===== src/rtl/in_stream_arbiter.sv =====
// in_stream_arbiter: shares one USB CDC IN byte stream between N_SRC byte
// producers. Round-robin arbitration with burst locking. A grant is released
// after MAX_BURST transfers or after IDLE_CYCLES consecutive cycles with the
// owner's valid low. No bytes are buffered; the datapath is a mux driven by
// the registered grant.
//
// Handshake: every port pair (src_valid_i/src_ready_o, in_valid_o/in_ready_i)
// is strict valid/ready. A byte moves on a rising edge where both are high.
// A producer holds data stable with valid high until that edge. Valid never
// waits on ready. Ready is combinational from in_ready_i and the registered
// grant only.
module in_stream_arbiter #(
    parameter int N_SRC       = 2,
    parameter int MAX_BURST   = 8,
    parameter int IDLE_CYCLES = 4
) (
    input  logic                 clk_i,
    input  logic                 rstn_i,
    input  logic [8*N_SRC-1:0]   src_data_i,
    input  logic [N_SRC-1:0]     src_valid_i,
    output logic [N_SRC-1:0]     src_ready_o,
    output logic [7:0]           in_data_o,
    output logic                 in_valid_o,
    input  logic                 in_ready_i,
    output logic [N_SRC-1:0]     grant_o,
    output logic                 busy_o
);

    localparam int IDX_W = (N_SRC > 2) ? 2 : 1;

    localparam logic ST_IDLE   = 1'b0;
    localparam logic ST_LOCKED = 1'b1;

    localparam logic [7:0] BURST_LIM = 8'(MAX_BURST);
    localparam logic [7:0] IDLE_LIM  = 8'(IDLE_CYCLES);

    logic               state_q, state_d;
    logic [N_SRC-1:0]   grant_q, grant_d;
    logic [IDX_W-1:0]   gidx_q, gidx_d;
    logic [IDX_W-1:0]   ptr_q, ptr_d;
    logic [7:0]         burst_q, burst_d;
    logic [7:0]         idle_q, idle_d;

    logic               sel_valid;
    logic               xfer;
    logic               release_grant;
    logic               pick_found;
    logic [IDX_W-1:0]   pick_idx;
    logic [N_SRC-1:0]   pick_oh;

    // busy_o is the FSM state itself, so it doubles as the state observation point
    assign busy_o     = (state_q == ST_LOCKED);
    assign grant_o    = grant_q;
    assign in_valid_o = sel_valid & busy_o;
    assign xfer       = in_valid_o & in_ready_i;

    // Mux the owner's byte, valid and ready through the one-hot registered grant
    always_comb begin
        in_data_o   = 8'h00;
        sel_valid   = 1'b0;
        src_ready_o = '0;
        for (int k = 0; k < N_SRC; k++) begin
            if (grant_q[k]) begin
                in_data_o      = src_data_i[8*k +: 8];
                sel_valid      = src_valid_i[k];
                src_ready_o[k] = in_ready_i & busy_o;
            end
        end
    end

    // Round-robin scan: first requesting source after the pointer wins, so the
    // most recently released source has the lowest priority
    always_comb begin
        pick_found = 1'b0;
        pick_idx   = '0;
        pick_oh    = '0;
        for (int off = 1; off <= N_SRC; off++) begin
            for (int k = 0; k < N_SRC; k++) begin
                if (!pick_found && (k == ((int'(ptr_q) + off) % N_SRC)) && src_valid_i[k]) begin
                    pick_found = 1'b1;
                    pick_idx   = IDX_W'(k);
                    pick_oh[k] = 1'b1;
                end
            end
        end
    end

    // Next-state: lock on a request from IDLE, release on burst limit or idle timeout
    always_comb begin
        state_d       = state_q;
        grant_d       = grant_q;
        gidx_d        = gidx_q;
        ptr_d         = ptr_q;
        burst_d       = burst_q;
        idle_d        = idle_q;
        release_grant = 1'b0;

        if (state_q == ST_IDLE) begin
            if (pick_found) begin
                state_d = ST_LOCKED;
                grant_d = pick_oh;
                gidx_d  = pick_idx;
                burst_d = 8'h00;
                idle_d  = 8'h00;
            end
        end else begin
            if (xfer) begin
                // a transfer implies valid high, so the idle timer cannot also fire
                burst_d = burst_q + 8'd1;
                idle_d  = 8'h00;
                if (burst_q + 8'd1 == BURST_LIM) begin
                    release_grant = 1'b1;
                end
            end else if (sel_valid) begin
                // stalled by the sink: not idle, keep waiting indefinitely
                idle_d = 8'h00;
            end else begin
                idle_d = idle_q + 8'd1;
                if (idle_q + 8'd1 == IDLE_LIM) begin
                    release_grant = 1'b1;
                end
            end

            if (release_grant) begin
                state_d = ST_IDLE;
                grant_d = '0;
                ptr_d   = gidx_q;
                burst_d = 8'h00;
                idle_d  = 8'h00;
            end
        end
    end

    // State registers; pointer resets to the last source so source 0 wins first
    always_ff @(posedge clk_i or negedge rstn_i) begin
        if (!rstn_i) begin
            state_q <= ST_IDLE;
            grant_q <= '0;
            gidx_q  <= '0;
            ptr_q   <= IDX_W'(N_SRC - 1);
            burst_q <= 8'h00;
            idle_q  <= 8'h00;
        end else begin
            state_q <= state_d;
            grant_q <= grant_d;
            gidx_q  <= gidx_d;
            ptr_q   <= ptr_d;
            burst_q <= burst_d;
            idle_q  <= idle_d;
        end
    end

endmodule


===== config.mk =====
export PLATFORM = sky130hd
export DESIGN_NAME = in_stream_arbiter
export DESIGN_NICKNAME = d
export VERILOG_FILES = /design/src/rtl/in_stream_arbiter.sv
export SDC_FILE = /design/constraint.sdc
export NUM_CORES = 1
export LEC_CHECK = 0
export BUFFER_PORTS_ARGS = -buffer_cell sky130_fd_sc_hd__buf_2
export CAP_MARGIN = 20
export CELL_PAD_IN_SITES_DETAIL_PLACEMENT = 2
export CELL_PAD_IN_SITES_GLOBAL_PLACEMENT = 2
export CORE_AREA = 10 10 74 76
export CTS_CLUSTER_DIAMETER = 40
export DETAILED_ROUTE_END_ITERATION = 7
export DIE_AREA = 0 0 84 86
export MAX_ROUTING_LAYER = met4
export PLACE_DENSITY = 0.78
export SYNTH_ARGS = -nofsm -noshare
export SYNTH_HDL_FRONTEND = slang
export SYNTH_SLANG_ARGS = --single-unit
export TNS_END_PERCENT = 20

===== constraint.sdc =====
create_clock -name clk_i -period 3.24 [get_ports clk_i]
set_input_delay 0.648 -clock clk_i [delete_from_list [all_inputs] [get_ports clk_i]]
set_output_delay 0.648 -clock clk_i [all_outputs]
set_load 0.05 [all_outputs]

==> flow_metrics.py <==
metrics = {
    "synthesis": {
        "synth_warnings": 0,
        "synth_seq_cells": 21,
        "syn_nets": 159,
        "ys_seq_area_frac": 0.414,
        "syn_avg_cell_area_um2": 9.35,
        "synth_area_um2": 1270,
        "synth_cells": 136,
        "ys_types": 40,
        "synthTopCellsByArea": "dfrtp_1 39%, a22o_1 6.9%, nand2_1 5.3%",
        "synth_top_area_frac": 0.394,
        "synth_top_area_cell": "dfrtp_1",
    },
    "clock_tree": {
        "cts_buffers": 3,
        "clk_latency_ns": 0.26,
        "clkTransAtPathRegs_ns": 0.08,
        "cts_max_level": 1,
        "hold_buffers": 0,
        "clockBufferDepth": 2,
        "cts_tree": "done",
        "post-cts-setup-buffers": 0,
        "cts_resized": 0,
        "cts.sinks": 21,
        "cts-root-buf": "clkbuf_8",
    },
    "timing": {
        "fin_setup_tns_ns": 0,
        "skew_ns": 0.000767,
        "worstMarginPinSlew_ns": 0.590,
        "finalSetupViolations": 0,
        "hold_viol": 0,
        "maxSlewViolCount": 0,
        "slew_headroom": 0.606,
        "timing.final.crit_share": 0.780,
        "period_needed_ns": 2.53,
        "max_clock_freq_ghz": 0.396,
        "fin_hold_ws_ns": 0.354,
        "rsz0062_at_grt": "false",
    },
    "setup_path": {
        "cp_max_fo": 15,
        "cp_slowest_stage_delay_ns": 0.56,
        "crit_path_cell_trace": "nor2b_1 > a22o_1 > buf_2",
        "r2r_slack_ns": 0.98,
        "endpoint_kind": "output pin",
        "critPathBufInv": 1,
        "startpoint": "grant_o[1]",
        "required_ns": 2.59,
        "arrival_ns": 1.88,
        "rr_startpoint": "idle_q[0]",
        "path_class": "reg -> out",
        "critPathTopFamily": "flip-flops",
        "start_kind": "register",
        "cp_slowest_cell": "dfrtp_1",
    },
    "route": {
        "drt_wl_total_um": 4280,
        "num_vias": 1222,
        "wl_per_cell_um": 19.4,
        "drt_iter0_drc": 21,
        "drc": 0,
        "detail-route-antenna-nets": 0,
        "first_pass_iters": 4,
        "avgViaCountPerCell": 5.53,
    },
    "floorplanning": {
        "die_area_um2": 7220,
        "row_count": 23,
        "core_area_um2": 3970,
        "dieHeight_um": 86,
        "die_w_um": 84,
        "start_util": 0.320,
        "ioPinCount": 35,
    },
    "layout": {
        "final_nets": 195,
        "nFillCells": 454,
        "multi_input_area_um2": 721,
        "n_antenna_cell": 0,
        "area_growth_pct": 21.2,
        "layout-drive-gt1-share": 0.263,
        "seq_area_um2": 527,
        "instances_no_fill": 221,
    },
    "placed_design": {
        "portBuffers": 34,
        "place_inst": 217,
        "hpwlAfterDp_um": 3340,
        "gp_congestion": 0.768,
    },
    "grt": {
        "grt_pass1_vias": 1402,
        "grt_usage": 0.121,
        "grt_overflow_total": 0,
        "grt_max_degree": 22,
        "grt_pass1_wl_um": 7040,
        "antenna_found_initial": 0,
    },
    "power": {
        "combPwrFrac": 0.496,
        "leakage_nw": 0.755,
        "power.share.switching": 0.500,
        "irDropWorstVdd_uv": 319,
        "seq_power_share": 0.361,
        "p_total_mw": 1.21,
        "p_int_mw": 0.605,
        "p_switching_mw": 0.605,
        "p_clk_frac": 0.143,
        "power_density_nw_per_um2": 785,
    },
    "flow_run": {
        "max_cap_viol_count": 0,
    },
    "hold_path": {
        "hold_class": "in -> async",
    },
    "status": {
        "status": "finished, final reports clean",
    },
}
synthesized netlist by cell type:
cell type,instances
xnor2_1,1
or2_2,1
xor2_1,4
dfrtp_1,20
nand2_1,18
a22o_1,10
nor2_1,6
nand3_1,4
o21a_1,1
nor2b_1,3
inv_1,2
o22ai_1,1
nand4b_1,1
a2111oi_4,1
nor3_1,3
a21o_1,3
a221o_1,1
a21oi_1,3
nor3b_1,3
and3_1,6
nor4_1,1
nand4_1,3
a21oi_2,1
mux2_2,2
a211o_1,4
o21ai_1,1
ha_1,2
and4_4,1
o31ai_1,1
o32ai_1,2
a21boi_0,2
dfstp_2,1
buf_2,1
nand3b_1,2
clkbuf_1,3
o21ai_0,13
a211oi_1,1
o22a_1,1
nand2b_1,1
and2_1,1
sequential cells by signal, summed over array words and instances (netlist names):
name,count
burst_q,8
busy_o,1
gidx_q,1
grant_o,2
idle_q,8
ptr_q,1
worst reg2reg max path, stage by stage (launching register included):
cell and delay, ns:
dfrtp_1 0.42, ha_1 0.23, nand3_1 0.14, o21a_1 0.25, a2111oi_4 0.48, a21oi_2 0.21
a221o_1 0.39
layout make-up:
type	count	area share
multi-input cells	109	0.468
flip-flops and latches	21	0.342
repair buffers	35	0.115
well taps	50	0.0406
clock buffers	4	0.0292
inverters	2	0.00487
kinds of logic (layout without fill, tap and decap cells):
| family | Yosys count | in the layout | synth area share |
|---|---|---|---|
| xor+xnor | 5 | 5 | 0.0344 |
| buf+inv | 6 | 41 | 0.0187 |
| fa+ha+maj | 2 | 2 | 0.0197 |
| compound gates | 46 | 46 | 0.273 |
| simple gates | 54 | 54 | 0.222 |
| flops | 21 | 21 | 0.414 |
| mux | 2 | 2 | 0.0177 |
layout by cell type (no fill, tap or decap), types with 2 or more instances in the layout:
cell type / synthesis / routed
inv_1: 2 / 2
a21oi_1: 3 / 3
nand3b_1: 2 / 2
nand4_1: 3 / 3
nor2_1: 6 / 6
o32ai_1: 2 / 2
a21o_1: 3 / 3
nand2_1: 18 / 18
ha_1: 2 / 2
nor3_1: 3 / 3
and3_1: 6 / 6
nor2b_1: 3 / 3
a21boi_0: 2 / 2
o21ai_0: 13 / 13
nor3b_1: 3 / 3
buf_2: 1 / 34
a22o_1: 10 / 10
clkbuf_8: 0 / 3
nand3_1: 4 / 4
a211o_1: 4 / 4
xor2_1: 4 / 4
mux2_2: 2 / 2
dfrtp_1: 20 / 20
metrics by stage:
stage          worst slack, ns  area [um^2]   util
4_1_cts                  0.725         1540  0.388
3_3_place_gp              1.08         1500  0.376
2_1_floorplan            0.419         1270      -
6_report                 0.713         1540  0.388
5_1_grt                  0.574         1540  0.388
3_5_place_dp             0.983         1500  0.376
power groups by stage:
| stage | Sequential, mW | Combinational, mW | Clock, mW |
|---|---|---|---|
| finish | 0.436 | 0.600 | 0.173 |
| global route | 0.453 | 0.648 | 0.192 |
| CTS | 0.436 | 0.610 | 0.183 |
| detailed placement | 0.441 | 0.608 | 0 |
| global placement | 0.426 | 0.583 | 0 |
| floorplan | 0.438 | 0.422 | 0 |
layer usage:
metal	vias up	routed length, um	global-route usage
li1	582	-	-
met1	630	1850	0.134
met2	6	2330	0.219
met3	4	65	0.0189
met4	0	36	0.0320
met5	-	0	-
final timing paths:
| check | cells after the start | endpoint |
|---|---|---|
| hold / removal | 1 | idle_q[4] |
| max in group asynchronous | 1 | ptr_q |
| setup / recovery | 3 | in_data_o[2] |
| hold reg to reg | 1 | gidx_q |
| min in group clk_i | 1 | gidx_q |
| setup reg to reg | 6 | burst_q[2] |
Note: power is estimated with default switching activity, not from simulation.
